**config.mk**
```make
export PLATFORM = sky130hd
export DESIGN_NAME = touch_pattern_generator
export DESIGN_NICKNAME = d
export VERILOG_FILES = /design/src/rtl/touch_pattern_generator.sv
export SDC_FILE = /design/constraint.sdc
export NUM_CORES = 1
export LEC_CHECK = 0
export ABC_AREA = 1
export BUFFER_PORTS_ARGS = -buffer_cell sky130_fd_sc_hd__buf_2
export CORE_AREA = 2 2 84 95
export DETAILED_ROUTE_END_ITERATION = 8
export DIE_AREA = 0 0 86 97
export GPL_TIMING_DRIVEN = 0
export MAX_ROUTING_LAYER = met4
export PLACE_DENSITY_LB_ADDON = 0.3
export SYNTH_ARGS = -nofsm -noshare
export SYNTH_HDL_FRONTEND = slang
export SYNTH_SLANG_ARGS = --single-unit
```
**constraint.sdc**
```tcl
create_clock -name clk -period 4.3 [get_ports clk]
set_input_delay 0.43 -clock clk [delete_from_list [all_inputs] [get_ports clk]]
set_output_delay 0.43 -clock clk [all_outputs]
set_load 0.05 [all_outputs]
```
**src/rtl/touch_pattern_generator.sv**
```systemverilog
`default_nettype none
// ============================================================================
//  Module   : touch_pattern_generator
//  Purpose  : Seed-reproducible touch stimulus source. Emits a (valid, x, y)
//             stream organised as strokes separated by idle gaps. Each stroke
//             follows one of four motion modes (random walk, raster, bounce,
//             hold). Cycles are dropped pseudo-randomly using an internal
//             32-bit Galois LFSR, so the same seed always yields the same
//             sequence in simulation and on hardware.
//
//  Ports    : clk          - clock
//             rst          - asynchronous active-high reset
//             ena          - advance enable; low freezes all state
//             mode[1:0]    - 0 random walk, 1 raster, 2 bounce, 3 hold
//                            (sampled only when a stroke starts)
//             touch_valid  - registered touch valid
//             touch_x      - registered x coordinate
//             touch_y      - registered y coordinate
//             stroke_done  - one-cycle pulse with the last stroke output
//
//  Revision : 1.0  initial release
// ============================================================================
module touch_pattern_generator #(
    parameter int          DISPLAY_WIDTH  = 240,
    parameter int          DISPLAY_HEIGHT = 320,
    parameter int          MAX_STEP       = 8,
    parameter int          DROP_RATE      = 5,
    parameter int          STROKE_LEN     = 64,
    parameter int          GAP_CYCLES     = 16,
    parameter logic [31:0] LFSR_SEED      = 32'hACE1_2468
) (
    input  logic                               clk,
    input  logic                               rst,
    input  logic                               ena,
    input  logic [1:0]                         mode,
    output logic                               touch_valid,
    output logic [$clog2(DISPLAY_WIDTH)-1:0]   touch_x,
    output logic [$clog2(DISPLAY_HEIGHT)-1:0]  touch_y,
    output logic                               stroke_done
);

    localparam int XW      = $clog2(DISPLAY_WIDTH);
    localparam int YW      = $clog2(DISPLAY_HEIGHT);
    localparam int SW      = $clog2(MAX_STEP);
    localparam int CNT_MAX = (STROKE_LEN > GAP_CYCLES) ? STROKE_LEN : GAP_CYCLES;
    localparam int CW      = $clog2(CNT_MAX) + 1;

    // Coordinate limits, one bit wider than the coordinate so that a sum
    // crossing the upper bound is still representable for the compare.
    localparam logic [XW:0]   X_MAX    = (XW+1)'(DISPLAY_WIDTH - 1);
    localparam logic [YW:0]   Y_MAX    = (YW+1)'(DISPLAY_HEIGHT - 1);
    localparam logic [XW-1:0] X_LAST   = XW'(DISPLAY_WIDTH - 1);
    localparam logic [YW-1:0] Y_LAST   = YW'(DISPLAY_HEIGHT - 1);
    localparam logic [XW-1:0] X_MID    = XW'(DISPLAY_WIDTH / 2);
    localparam logic [YW-1:0] Y_MID    = YW'(DISPLAY_HEIGHT / 2);
    localparam logic [XW:0]   X_STEP   = (XW+1)'(MAX_STEP);
    localparam logic [YW:0]   Y_STEP   = (YW+1)'(MAX_STEP);

    localparam logic [CW-1:0] GAP_LAST    = CW'(GAP_CYCLES - 1);
    localparam logic [CW-1:0] STROKE_LAST = CW'(STROKE_LEN - 1);

    // DROP_RATE may be 128 (drop everything), hence the 8-bit threshold.
    localparam logic [7:0]  DROP_THR  = 8'(DROP_RATE);
    localparam logic [31:0] LFSR_POLY = 32'h8020_0003;
    // An all-zero Galois LFSR never leaves zero; substitute 1.
    localparam logic [31:0] SEED_EFF  = (LFSR_SEED == 32'd0) ? 32'd1 : LFSR_SEED;

    localparam logic [1:0] MODE_WALK   = 2'd0;
    localparam logic [1:0] MODE_RASTER = 2'd1;
    localparam logic [1:0] MODE_BOUNCE = 2'd2;

    typedef enum logic [0:0] {
        ST_IDLE   = 1'b0,
        ST_STROKE = 1'b1
    } state_t;

    // ------------------------------------------------------------------
    // State
    // ------------------------------------------------------------------
    state_t          state_q,    state_d;
    logic [CW-1:0]   cnt_q,      cnt_d;
    logic [31:0]     lfsr_q,     lfsr_d;
    logic [XW-1:0]   x_q,        x_d;
    logic [YW-1:0]   y_q,        y_d;
    logic            dirx_neg_q, dirx_neg_d;   // 1: bounce moving toward 0
    logic            diry_neg_q, diry_neg_d;
    logic [1:0]      mode_q,     mode_d;
    logic            valid_q,    valid_d;
    logic            done_q,     done_d;

    // ------------------------------------------------------------------
    // LFSR fields (all taken from the pre-advance value)
    // ------------------------------------------------------------------
    logic [31:0]   lfsr_next;
    logic          drop;
    logic          xneg;
    logic          yneg;
    logic [SW-1:0] dx;
    logic [SW-1:0] dy;

    assign lfsr_next = {1'b0, lfsr_q[31:1]} ^ (lfsr_q[0] ? LFSR_POLY : 32'd0);
    assign drop      = ({1'b0, lfsr_q[6:0]} < DROP_THR);
    assign xneg      = lfsr_q[7];
    assign yneg      = lfsr_q[8];
    assign dx        = lfsr_q[9 +: SW];
    assign dy        = lfsr_q[13 +: SW];

    // ------------------------------------------------------------------
    // Candidate positions, computed one bit wide so that the top bit of a
    // difference is the borrow (went below zero) and a sum can be compared
    // against the upper bound without wrapping.
    // ------------------------------------------------------------------
    logic [XW:0] x_ext, dx_ext, x_up_dx, x_dn_dx, x_up_st, x_dn_st;
    logic [YW:0] y_ext, dy_ext, y_up_dy, y_dn_dy, y_up_st, y_dn_st;

    assign x_ext   = {1'b0, x_q};
    assign y_ext   = {1'b0, y_q};
    assign dx_ext  = {{(XW+1-SW){1'b0}}, dx};
    assign dy_ext  = {{(YW+1-SW){1'b0}}, dy};
    assign x_up_dx = x_ext + dx_ext;
    assign x_dn_dx = x_ext - dx_ext;
    assign y_up_dy = y_ext + dy_ext;
    assign y_dn_dy = y_ext - dy_ext;
    assign x_up_st = x_ext + X_STEP;
    assign x_dn_st = x_ext - X_STEP;
    assign y_up_st = y_ext + Y_STEP;
    assign y_dn_st = y_ext - Y_STEP;

    // Random walk: clamp at the display edges, never wrap.
    logic [XW-1:0] walk_x;
    logic [YW-1:0] walk_y;

    assign walk_x = xneg ? (x_dn_dx[XW] ? '0 : x_dn_dx[XW-1:0])
                         : ((x_up_dx > X_MAX) ? X_LAST : x_up_dx[XW-1:0]);
    assign walk_y = yneg ? (y_dn_dy[YW] ? '0 : y_dn_dy[YW-1:0])
                         : ((y_up_dy > Y_MAX) ? Y_LAST : y_up_dy[YW-1:0]);

    // ------------------------------------------------------------------
    // Next-state logic
    // ------------------------------------------------------------------
    always_comb begin
        state_d    = state_q;
        cnt_d      = cnt_q;
        lfsr_d     = lfsr_q;
        x_d        = x_q;
        y_d        = y_q;
        dirx_neg_d = dirx_neg_q;
        diry_neg_d = diry_neg_q;
        mode_d     = mode_q;
        // Valid and done are cleared whenever the generator does not
        // advance, including while ena is low.
        valid_d    = 1'b0;
        done_d     = 1'b0;

        if (ena) begin
            lfsr_d = lfsr_next;

            case (state_q)
                ST_IDLE: begin
                    if (cnt_q == GAP_LAST) begin
                        cnt_d   = '0;
                        mode_d  = mode;
                        state_d = ST_STROKE;
                        if (mode == MODE_RASTER) begin
                            x_d = '0;
                            y_d = '0;
                        end else begin
                            x_d = X_MID;
                            y_d = Y_MID;
                        end
                        if (mode == MODE_BOUNCE) begin
                            dirx_neg_d = 1'b0;
                            diry_neg_d = 1'b0;
                        end
                    end else begin
                        cnt_d = cnt_q + CW'(1);
                    end
                end

                ST_STROKE: begin
                    valid_d = !drop;

                    // Dropped cycles leave the position untouched.
                    if (!drop) begin
                        case (mode_q)
                            MODE_WALK: begin
                                x_d = walk_x;
                                y_d = walk_y;
                            end

                            MODE_RASTER: begin
                                if (x_up_st > X_MAX) begin
                                    x_d = '0;
                                    y_d = (y_up_st > Y_MAX) ? '0 : y_up_st[YW-1:0];
                                end else begin
                                    x_d = x_up_st[XW-1:0];
                                end
                            end

                            MODE_BOUNCE: begin
                                if (!dirx_neg_q) begin
                                    if (x_up_st > X_MAX) begin
                                        x_d        = X_LAST;
                                        dirx_neg_d = 1'b1;
                                    end else begin
                                        x_d = x_up_st[XW-1:0];
                                    end
                                end else begin
                                    if (x_dn_st[XW]) begin
                                        x_d        = '0;
                                        dirx_neg_d = 1'b0;
                                    end else begin
                                        x_d = x_dn_st[XW-1:0];
                                    end
                                end

                                if (!diry_neg_q) begin
                                    if (y_up_st > Y_MAX) begin
                                        y_d        = Y_LAST;
                                        diry_neg_d = 1'b1;
                                    end else begin
                                        y_d = y_up_st[YW-1:0];
                                    end
                                end else begin
                                    if (y_dn_st[YW]) begin
                                        y_d        = '0;
                                        diry_neg_d = 1'b0;
                                    end else begin
                                        y_d = y_dn_st[YW-1:0];
                                    end
                                end
                            end

                            default: begin
                                // HOLD: position stays put, only valid toggles.
                            end
                        endcase
                    end

                    if (cnt_q == STROKE_LAST) begin
                        done_d  = 1'b1;
                        cnt_d   = '0;
                        state_d = ST_IDLE;
                    end else begin
                        cnt_d = cnt_q + CW'(1);
                    end
                end

                default: begin
                    state_d = ST_IDLE;
                end
            endcase
        end
    end

    // ------------------------------------------------------------------
    // Registers
    // ------------------------------------------------------------------
    always_ff @(posedge clk or posedge rst) begin
        if (rst) begin
            state_q    <= ST_IDLE;
            cnt_q      <= '0;
            lfsr_q     <= SEED_EFF;
            x_q        <= X_MID;
            y_q        <= Y_MID;
            dirx_neg_q <= 1'b0;
            diry_neg_q <= 1'b0;
            mode_q     <= 2'd0;
            valid_q    <= 1'b0;
            done_q     <= 1'b0;
        end else begin
            state_q    <= state_d;
            cnt_q      <= cnt_d;
            lfsr_q     <= lfsr_d;
            x_q        <= x_d;
            y_q        <= y_d;
            dirx_neg_q <= dirx_neg_d;
            diry_neg_q <= diry_neg_d;
            mode_q     <= mode_d;
            valid_q    <= valid_d;
            done_q     <= done_d;
        end
    end

    assign touch_valid = valid_q;
    assign touch_x     = x_q;
    assign touch_y     = y_q;
    assign stroke_done = done_q;

endmodule
`default_nettype wire

```
==> results of run 1 <==
[cells in the mapped netlist (9+ instances only)]
master | instances | area, um^2
clkbuf_1 | 9 | 33.8
inv_1 | 91 | 342
nand3_1 | 54 | 270
ha_1 | 21 | 263
a21oi_1 | 19 | 95.1
dfrtp_1 | 44 | 1100
buf_4 | 9 | 67.6
nand2_1 | 203 | 762
o21ai_0 | 53 | 265
dfstp_2 | 19 | 499
xor2_1 | 12 | 105
nand4_1 | 9 | 56.3
o21ai_1 | 10 | 50.1
nor2_1 | 54 | 203
[path summary, 6_finish.rpt]
| path | depth (start not counted) | start | to | slack [ps] |
|---|---|---|---|---|
| worst max-delay path | 12 | lfsr_q[13] | touch_y[3] | 1750 |
| worst min-delay path | 2 | rst | touch_y[3] | 220 |
| worst max register to register | 12 | lfsr_q[13] | touch_y[3] | 1750 |
| worst min register to register | 2 | lfsr_q[31] | lfsr_q[31] | 480 |
| max in group asynchronous | 3 | rst | lfsr_q[16] | 3390 |
| min in group clk | 3 | mode[0] | mode_q[0] | 370 |
[final cells by class]
cell class	count	area [um^2]	share of cell area (%)
clock buffers	10	138	2.66
plain buffers	21	116	2.25
multi-input cells	492	2590	50.0
flip-flops and latches	63	1600	30.9
inverters	100	377	7.27
clock inverters	6	116	2.25
repair buffers	24	135	2.61
well taps	87	109	2.10
[worst max-delay path, stage by stage, from the launching register on]
cell	delay (ps)
dfstp_2	550
ha_1	170
inv_1	60
fa_1	410
o21bai_2	270
nand2_1	110
xor2_1	170
nand2_1	100
nand2_1	60
nand2_2	120
nand2_1	130
o21ai_1	170
o21ai_0	110
[registers in the layout, indices dropped and copies added (netlist names)]
register / cells
touch_valid: 1
stroke_done: 1
state_q: 1
touch_x: 8
cnt_q: 7
lfsr_q: 32
diry_neg_q: 1
mode_q: 2
dirx_neg_q: 1
touch_y: 9
[layer usage]
layer	share of wire (%)	global-route usage [%]	vias to the layer above
met5	0	-	-
met4	1.6	10.3	0
met3	6.8	4.27	23
met2	48	49.8	188
met1	43	43.1	2124
li1	-	-	2207
[through the flow]
step           setup slack [ps]  total power [mW]  utilization (%)  hold WS, ps  cells
3_5_place_dp               1840              2.71             67.4          463    787
5_1_grt                    1600              3.66             70.9          305    803
6_report                   1750              3.42             70.9          220    803
2_1_floorplan              1950              2.30                -          442    676
4_1_cts                    1810              3.39             70.9          230    803
3_3_place_gp               1560              2.66             67.1          455    786
[cells by family after synthesis]
logic type	count (synthesis)	share of synthesized area, %
DFF	63	34.2
buffers and inverters	121	10.5
and+or+nand+nor	345	31.9
xor gates and xnor gates	17	3.18
AOI/OAI and AO/OA	105	12.9
adders and majority gates	25	7.32
[power by group through the flow]
stage | combinational, mW | sequential, mW | clock (mW)
6_report | 1.79 | 0.954 | 0.672
5_1_grt | 1.99 | 0.977 | 0.695
4_1_cts | 1.76 | 0.953 | 0.675
3_5_place_dp | 1.75 | 0.962 | 0
3_3_place_gp | 1.71 | 0.952 | 0
2_1_floorplan | 1.19 | 1.10 | 0
==> metrics, run 1 <==
Sw Share=about half; Post-CTS Hold Buffers=0; Critical Path Sink Type=flop; final setup violating endpoints=0; mapped cell area=around 0.0047 mm^2; actual transition at the worst max-transition pin=between 700 and 800 ps; Synth async-reset ratio=100%; most frequent cells in the layout=nand2_1, inv_1, nor2_1, nand3_1, o21ai_0; nets=741; CTS H-tree lvls=3; post-synthesis cell count=a little under 700; die width=roughly 86 um; part of the power in registers=27.9%; sequential share of the synthesized area=34.2%; Main synth FF type=dfrtp_1; core area=about 0.0073 mm^2; ANT cells=0; Post-DP Area=0.00493 mm^2; TritonCTS Buffers=9; gr ovfl total=0; Int Pwr=1.78 mW; critical path launch point type=flop; Cell Rows=33; Pleak=2.67 nW; RSZ-0062 raised after global routing=false; First-pass DRT Iterations=7; total nets after synthesis=~700; Iteration-0 DRC Markers=around 520; Port Buffer Count=23; Routed WL=about 12 mm; Ys Warns=0; commonest non-fill, non-tap cell in the layout=nand2_1; Design Area, Final=between 0.005 and 0.006 mm^2; FMAX=roughly 390 MHz; Max clock buf depth=2; Worst Path Required=between 4000 and 5000 ps; Worst-path clk slew=~80 ps; vias in the first global route=about 4400; Final HPWL DP=slightly above 9 mm; Initial Util=around 64%; CTS tree=yes; synthesized area per cell=roughly 7 um^2; area added between synthesis and finish=10.6%; critical-path maximum fanout=5; Die H=97 um; vias per std cell=~5.7; Setup Fix Bufs, Post-CTS=0; Hold Violations, Final=0; clk root buf=clkbuf_8; Worst Skew=15.9 ps; clock power share=between 10% and 20%; WP data arrival=between 2000 and 3000 ps; hold crit path type=input pin to asynchronous set/reset pin; DR DRC count=0; layout filler cell count=between 600 and 700; Boundary Pins=24; Total Neg Setup Slack=0 ps; Avg WL per Cell=15.3 um; minimum clock period=roughly 2600 ps; PostCTS Resize Cnt=0; share of cells above drive strength 1=~15%; worst skew pair latency=roughly 360 ps; initial antenna violation count=0; total track usage=31.9%; Netlist cell types=43; die footprint=around 0.0083 mm^2; maximum VDD drop=between 400 and 500 uV; post-route clock period utilization=approximately three fifths; clock sink count=63; EDFF count, synth=0; largest net degree at the start of global routing=38; Synth Register Bits=63; first-pass GRT wire length=20.8 mm; vias=about 4500; Pwr Density=660 mW/mm^2; max_slew headroom=around 48%; Final Wtd Congestion=between 0.9 and 1; max cap viols=0; critical path type=flop to flop; Logic pwr share=approximately 52%; status=finished clean; Routed Antenna Nets=0; Final Max Slew Viols=0; Sw Pwr=between 1.5 and 2 mW
No activity file was read; power rests on OpenSTA's default activity.
==> inputs of run 2 (changes only) <==
ABC_AREA = 0   (was 1)
CORE_AREA = 2 2 86 96   (was 2 2 84 95)
DIE_AREA = 0 0 88 98   (was 0 0 86 97)
clock period = 2.56 ns   (was 4.3 ns; I/O delays follow)
==> run 2 against run 1 <==
Effect of this change: the run now ends with setup timing left; clock-buffer cell count decreased by 1; critical path depth down 2; cell area is 12% higher; combinational power grew to 2.9 times the previous value; setup slack got worse by 1800 ps; global-route usage up 0.38 points; clock skew fell by 1.8 ps; register-to-register slack got worse by 1800 ps; non-clock buffer count up 44; critical path type unchanged.
==> metrics, run 2 <==
sequential share of the synthesized area=34.5%; EDFF count, synth=0; reg2reg end=touch_y[3]; total track usage=32.3%; Ys Warns=0; die width=around 88 um; Overall Power=8.06 mW; Post-Place Worst Slack=-317 ps; most instantiated cells after synthesis=dfrtp_1, nor2_1, nand2_1; initial antenna violation count=0; Critical R2R Launch=lfsr_q[13]; Hold Violations, Final=0; part of the power in registers=23.6%; max FFs per register=32; critical path launch point type=flop; Sw Share=a little under half; Worst Hold End=mode_q[0]; FMAX=around 380 MHz; Routed WL=13.4 mm; DR DRC count=0; status=finished, violations left; Cell Rows=34; critical path, cell by cell=ha_4 > inv_2 > fa_2 > o21bai_4 > and2_4 > nand3_4 > a21oi_4 > nor2_2 > or3_1 > a32o_1; failing checks=setup timing; Synth top area share=between 20% and 30%; core area=roughly 0.0077 mm^2; Die H=98 um; die footprint=about 0.0086 mm^2; commonest non-fill, non-tap cell in the layout=nor2_1; share of cells above drive strength 1=between 30% and 40%; first-pass GRT wire length=between 20 and 25 mm; Iteration-0 DRC Markers=between 400 and 500; Routed Antenna Nets=0; Final Max Slew Viols=0; Avg WL per Cell=approximately 19 um; Worst Skew=14.1 ps; Logic pwr share=64.1%; Int Pwr=around 4.2 mW; Pleak=around 2.4 nW; reg2reg setup slack=-50 ps; Synth async-reset ratio=100%; actual transition at the worst max-transition pin=around 700 ps; Final WS setup=-46.9 ps; vias per std cell=just over 6; area added between synthesis and finish=25.3%; Netlist cell types=71; FF-to-FF path depth=10; mapped cell area=0.00464 mm^2; Max clock buf depth=2; Post-DP Area=between 0.004 and 0.005 mm^2; largest net degree at the start of global routing=42; hold crit path type=input pin to flop; CTS tree=yes; Worst Path Required=2800 ps; vias in the first global route=between 4000 and 5000; max cap viols=0; cell taking the most area after synthesis=dfrtp_1; post-route clock period utilization=102%; most area-consuming cells after synthesis=dfrtp_1, dfstp_2, mux2_2; CP Buf/Inv Count=1; delay-heaviest family, CP=compound AO/OA/AOI/OAI gates; worst skew pair latency=360 ps; hold_sp=mode[0]; TritonCTS Buffers=9; most frequent cells in the layout=nor2_1, nand2_1, dfrtp_1; vias=between 4000 and 5000; CP peak stage delay=around 560 ps; hold depth=2; First-pass DRT Iterations=5; minimum clock period=between 2000 and 3000 ps; CTS H-tree lvls=3; clock power share=12.3%; WP data arrival=2850 ps; Final Wtd Congestion=0.957; Port Buffer Count=23; Main synth FF type=dfrtp_1; Boundary Pins=24; Design Area, Final=around 0.0058 mm^2; maximum VDD drop=about 1000 uV; critical path type=flop to flop; Critical Path Sink Type=flop; critical-path maximum fanout=3; Biggest register=lfsr_q; Pwr Density=approximately 1400 mW/mm^2; Final HPWL DP=8.88 mm; total nets after synthesis=approximately 550; Total Neg Setup Slack=-46.9 ps; final setup violating endpoints=1; nets=a little over 600; gr ovfl total=0; post-synthesis cell count=~520; RSZ-0062 raised after global routing=true; Sw Pwr=~3.9 mW; max_slew headroom=around 53%; Initial Util=60.3%; clk root buf=clkbuf_8; Synth Register Bits=63; ANT cells=0; clock sink count=63; Worst-path clk slew=approximately 90 ps; synthesized area per cell=approximately 9 um^2; slowest CP cell=dfstp_2
==> run 2: cell count changes in the layout (fill, tap and decap cells not counted), moves of 13 or more <==
cell and change:
buf_4 +25, inv_1 -69, mux2_2 +26, nand2_1 -164, nand3_1 -41, nor2_1 -14
o21ai_0 -28, xnor2_1 +13
==> run 2: through the flow <==
step | std cells | hold WS (ps) | util (%)
2_1_floorplan | 522 | 406 | -
3_3_place_gp | 653 | 479 | 64.1
3_5_place_dp | 654 | 333 | 64.3
4_1_cts | 685 | 203 | 70.8
5_1_grt | 704 | 193 | 75.6
6_report | 704 | 207 | 75.6
==> run 2: cell families (layout without fill, tap and decap cells) <==
group | count (synthesis) | count (layout) | share of synthesized area, %
compound gates | 132 | 132 | 19.5
xor+xnor | 30 | 30 | 5.66
fa+ha+maj | 25 | 25 | 7.38
buf+inv | 60 | 134 | 5.28
flops | 63 | 63 | 34.5
mux | 34 | 34 | 8.03
simple gates | 178 | 178 | 19.6
==> run 2: timing repair <==
| item | 4_1_cts | 5_1_grt |
|---|---|---|
| hold buffers | 1 | 0 |
| setup endpoints to repair | 16 | 17 |
| endpoints found under the hold margin | 15 | 0 |
| buffers inserted | 15 | 19 |
| pin swaps | 16 | 28 |
| gates resized for setup | 35 | 62 |
| cloned | 0 | 0 |
==> run 2: layout make-up <==
type	instances	area [um^2]
Buffer	30	145
Clock buffer	9	124
Clock inverter	7	95.1
Fill cell	540	1880
Inverter	29	109
Multi-Input combinational cell	399	3190
Sequential cell	63	1610
Tap cell	108	135
Timing Repair Buffer	59	408
==> run 2: how the worst max path moves through the flow <==
stage | from | endpoint | depth (start not counted)
2_1_floorplan | touch_x[0] | touch_x[6] | 10
3_3_place_gp | lfsr_q[13] | touch_y[3] | 10
3_5_place_dp | lfsr_q[13] | touch_y[3] | 10
4_1_cts | lfsr_q[13] | touch_y[5] | 10
5_1_grt | lfsr_q[13] | touch_y[3] | 10
6_report | lfsr_q[13] | touch_y[3] | 10
==> run 2: power by group through the flow <==
stage | combinational (mW) | clock (mW) | sequential (mW)
global route | 5.51 | 1.04 | 1.97
floorplan | 2.73 | 0 | 2.24
CTS | 4.41 | 0.998 | 1.90
global placement | 3.93 | 0 | 1.88
finish | 5.16 | 0.993 | 1.90
detailed placement | 4.00 | 0 | 1.92
==> run 2: metal layers <==
layer,global-route usage [%],wire (um),vias up
met1,43.4,5620,2122
li1,-,-,2009
met5,-,0,-
met2,49.5,6560,218
met3,6.17,863,38
met4,10.1,369,0
==> inputs of run 3 (changes only) <==
CELL_PAD_IN_SITES_DETAIL_PLACEMENT = 1   (was default)
CELL_PAD_IN_SITES_GLOBAL_PLACEMENT = 1   (was default)
CORE_AREA = 2 2 97 109   (was 2 2 86 96)
DIE_AREA = 0 0 99 111   (was 0 0 88 98)
==> run 3 against run 2 <==
Effect of this change: the run still ends with setup timing left; first-iteration DRC count decreased by 47%; largest cell class unchanged; combinational power decreased by 2%; sequential cell count unchanged; global-route usage decreased by 3.2 points; die area increased by 27%; critical path depth unchanged; non-clock buffer count decreased by 10; critical path type unchanged; power increased by 0.97%; sequential power about the same; register-to-register slack got worse by 80 ps.
==> metrics, run 3 (same netlist as run 2, synthesis figures left out) <==
RSZ-0062 raised after global routing=true; Int Pwr=about 4.2 mW; vias in the first global route=4686; Biggest register=lfsr_q; Design Area, Final=slightly below 0.006 mm^2; multi-input logic area=~0.0032 mm^2; clock power share=approximately 14%; Post-DP Area=just under 0.005 mm^2; Iteration-0 DRC Markers=around 260; Boundary Pins=24; TritonCTS Buffers=9; commonest non-fill, non-tap cell in the layout=nor2_1; DR DRC count=0; critical path, cell by cell=ha_4 > inv_2 > fa_2 > o21bai_4 > and2_4 > nand3_4 > a21oi_4 > nor2_2 > or3_1 > a32o_2; hold_ws=roughly 32 ps; critical path type=flop to flop; die footprint=0.0110 mm^2; clk root buf=clkbuf_16; post-route clock period utilization=105%; Die H=around 110 um; reg2reg end=touch_y[3]; Logic pwr share=62.1%; Final Wtd Congestion=0.935; worst skew pair latency=340 ps; Cell Rows=39; Routed Antenna Nets=0; Worst Path Required=between 2000 and 3000 ps; CTS tree=yes; minimum clock period=between 2000 and 3000 ps; max FFs per register=32; gr ovfl total=0; Post-Place Worst Slack=-455 ps; maximum VDD drop=a little under 700 uV; Port Buffer Count=23; Worst Skew=7.78 ps; Total Neg Setup Slack=-412 ps; failing checks=setup timing; Max clock buf depth=2; max_slew headroom=approximately 53%; largest net degree at the start of global routing=34; Sw Share=between 40% and 50%; Final Max Slew Viols=0; CP startpoint=lfsr_q[13]; hold crit path type=input pin to asynchronous set/reset pin; part of the power in registers=a little under a quarter; Avg WL per Cell=~22 um; Worst-path clk slew=approximately 60 ps; CTS H-tree lvls=3; vias=between 4000 and 5000; first-pass GRT wire length=~25 mm; actual transition at the worst max-transition pin=roughly 700 ps; critical path launch point type=flop; FF-to-FF path depth=10; area added between synthesis and finish=24.5%; ANT cells=0; Pleak=about 2.3 nW; Pwr Density=1410 mW/mm^2; Sw Pwr=between 3 and 4 mW; slowest CP cell=dfstp_2; Hold Violations, Final=0; CP endpoint=touch_y[3]; status=finished, violations left; nets=~600; stages on the worst setup path=10; critical-path maximum fanout=3; Critical R2R Launch=lfsr_q[13]; Final HPWL DP=approximately 10 mm; register area=0.00161 mm^2; Post-CTS Hold Buffers=0; final setup violating endpoints=5; CP peak stage delay=570 ps; delay-heaviest family, CP=compound AO/OA/AOI/OAI gates; most frequent cells in the layout=nor2_1, nand2_1, dfrtp_1; core area=approximately 0.01 mm^2; Final WS setup=-124 ps; WP data arrival=just under 3000 ps; CP Buf/Inv Count=1; vias per std cell=6.05; Routed WL=approximately 15 mm; die width=99 um; FMAX=373 MHz; Initial Util=between 40% and 50%; reg2reg setup slack=-120 ps; share of cells above drive strength 1=between 30 and 40%; initial antenna violation count=0; layout filler cell count=about 1100; Critical Path Sink Type=flop; total track usage=between 20% and 30%; clock sink count=63; max cap viols=0; First-pass DRT Iterations=5
## run 3: cell count changes in the layout (fill, tap and decap cells not counted), sizes merged
cell         change
clkbuf           +2
buf              -9
inv              -2
dlygate4sd3      -1
clkinvlp         +2
bufinv           -2
## run 3: worst min path at each step
stage / startpoint / end
CTS: rst / lfsr_q[8]
floorplan: mode[0] / mode_q[0]
global placement: lfsr_q[21] / lfsr_q[21]
global route: rst / lfsr_q[25]
finish: rst / lfsr_q[25]
detailed placement: rst / lfsr_q[25]
## run 3: per-stage QoR
stage	utilization, %	std cells	total power, mW
3_3_place_gp	49.5	668	5.90
5_1_grt	57.8	709	8.65
2_1_floorplan	-	522	4.97
4_1_cts	55.6	700	7.68
6_report	57.8	709	8.14
3_5_place_dp	49.7	669	6.07
## run 3: worst reg2reg max path: stages, from the launching register on
cell and delay (ps):
dfstp_2 570, ha_4 150, inv_2 40, fa_2 360, o21bai_4 210, and2_4 190
nand3_4 80, a21oi_4 260, nor2_2 90, or3_1 330, a32o_2 300
## run 3: power by group through the flow
| stage | clock network [mW] | logic, mW | registers (mW) |
|---|---|---|---|
| floorplan | 0 | 2.73 | 2.24 |
| global placement | 0 | 4.00 | 1.90 |
| detailed placement | 0 | 4.12 | 1.95 |
| CTS | 1.17 | 4.58 | 1.93 |
| global route | 1.20 | 5.45 | 1.99 |
| finish | 1.16 | 5.05 | 1.93 |
## run 3: repair_timing
action | 4_1_cts | 5_1_grt
setup buffers | 16 | 9
gates resized for setup | 46 | 39
setup endpoints to repair | 17 | 17
cloned | 0 | 0
pin swaps | 18 | 15
## run 3: per-layer routing
metal	part of all wire (%)	routed length, um	track usage, %
met1	42	6460	35.9
met2	51	7860	48.6
met3	4.0	604	4.29
met4	2.4	368	10.1
met5	0	0	-
## run 3: cell type report
class / instances / share of cell area [%]
inverters: 29 / 1.95
clock buffers: 11 / 4.20
multi-input cells: 399 / 54.7
plain buffers: 30 / 2.42
clock inverters: 5 / 0.584
well taps: 123 / 2.66
repair buffers: 49 / 5.65
flip-flops and latches: 63 / 27.8
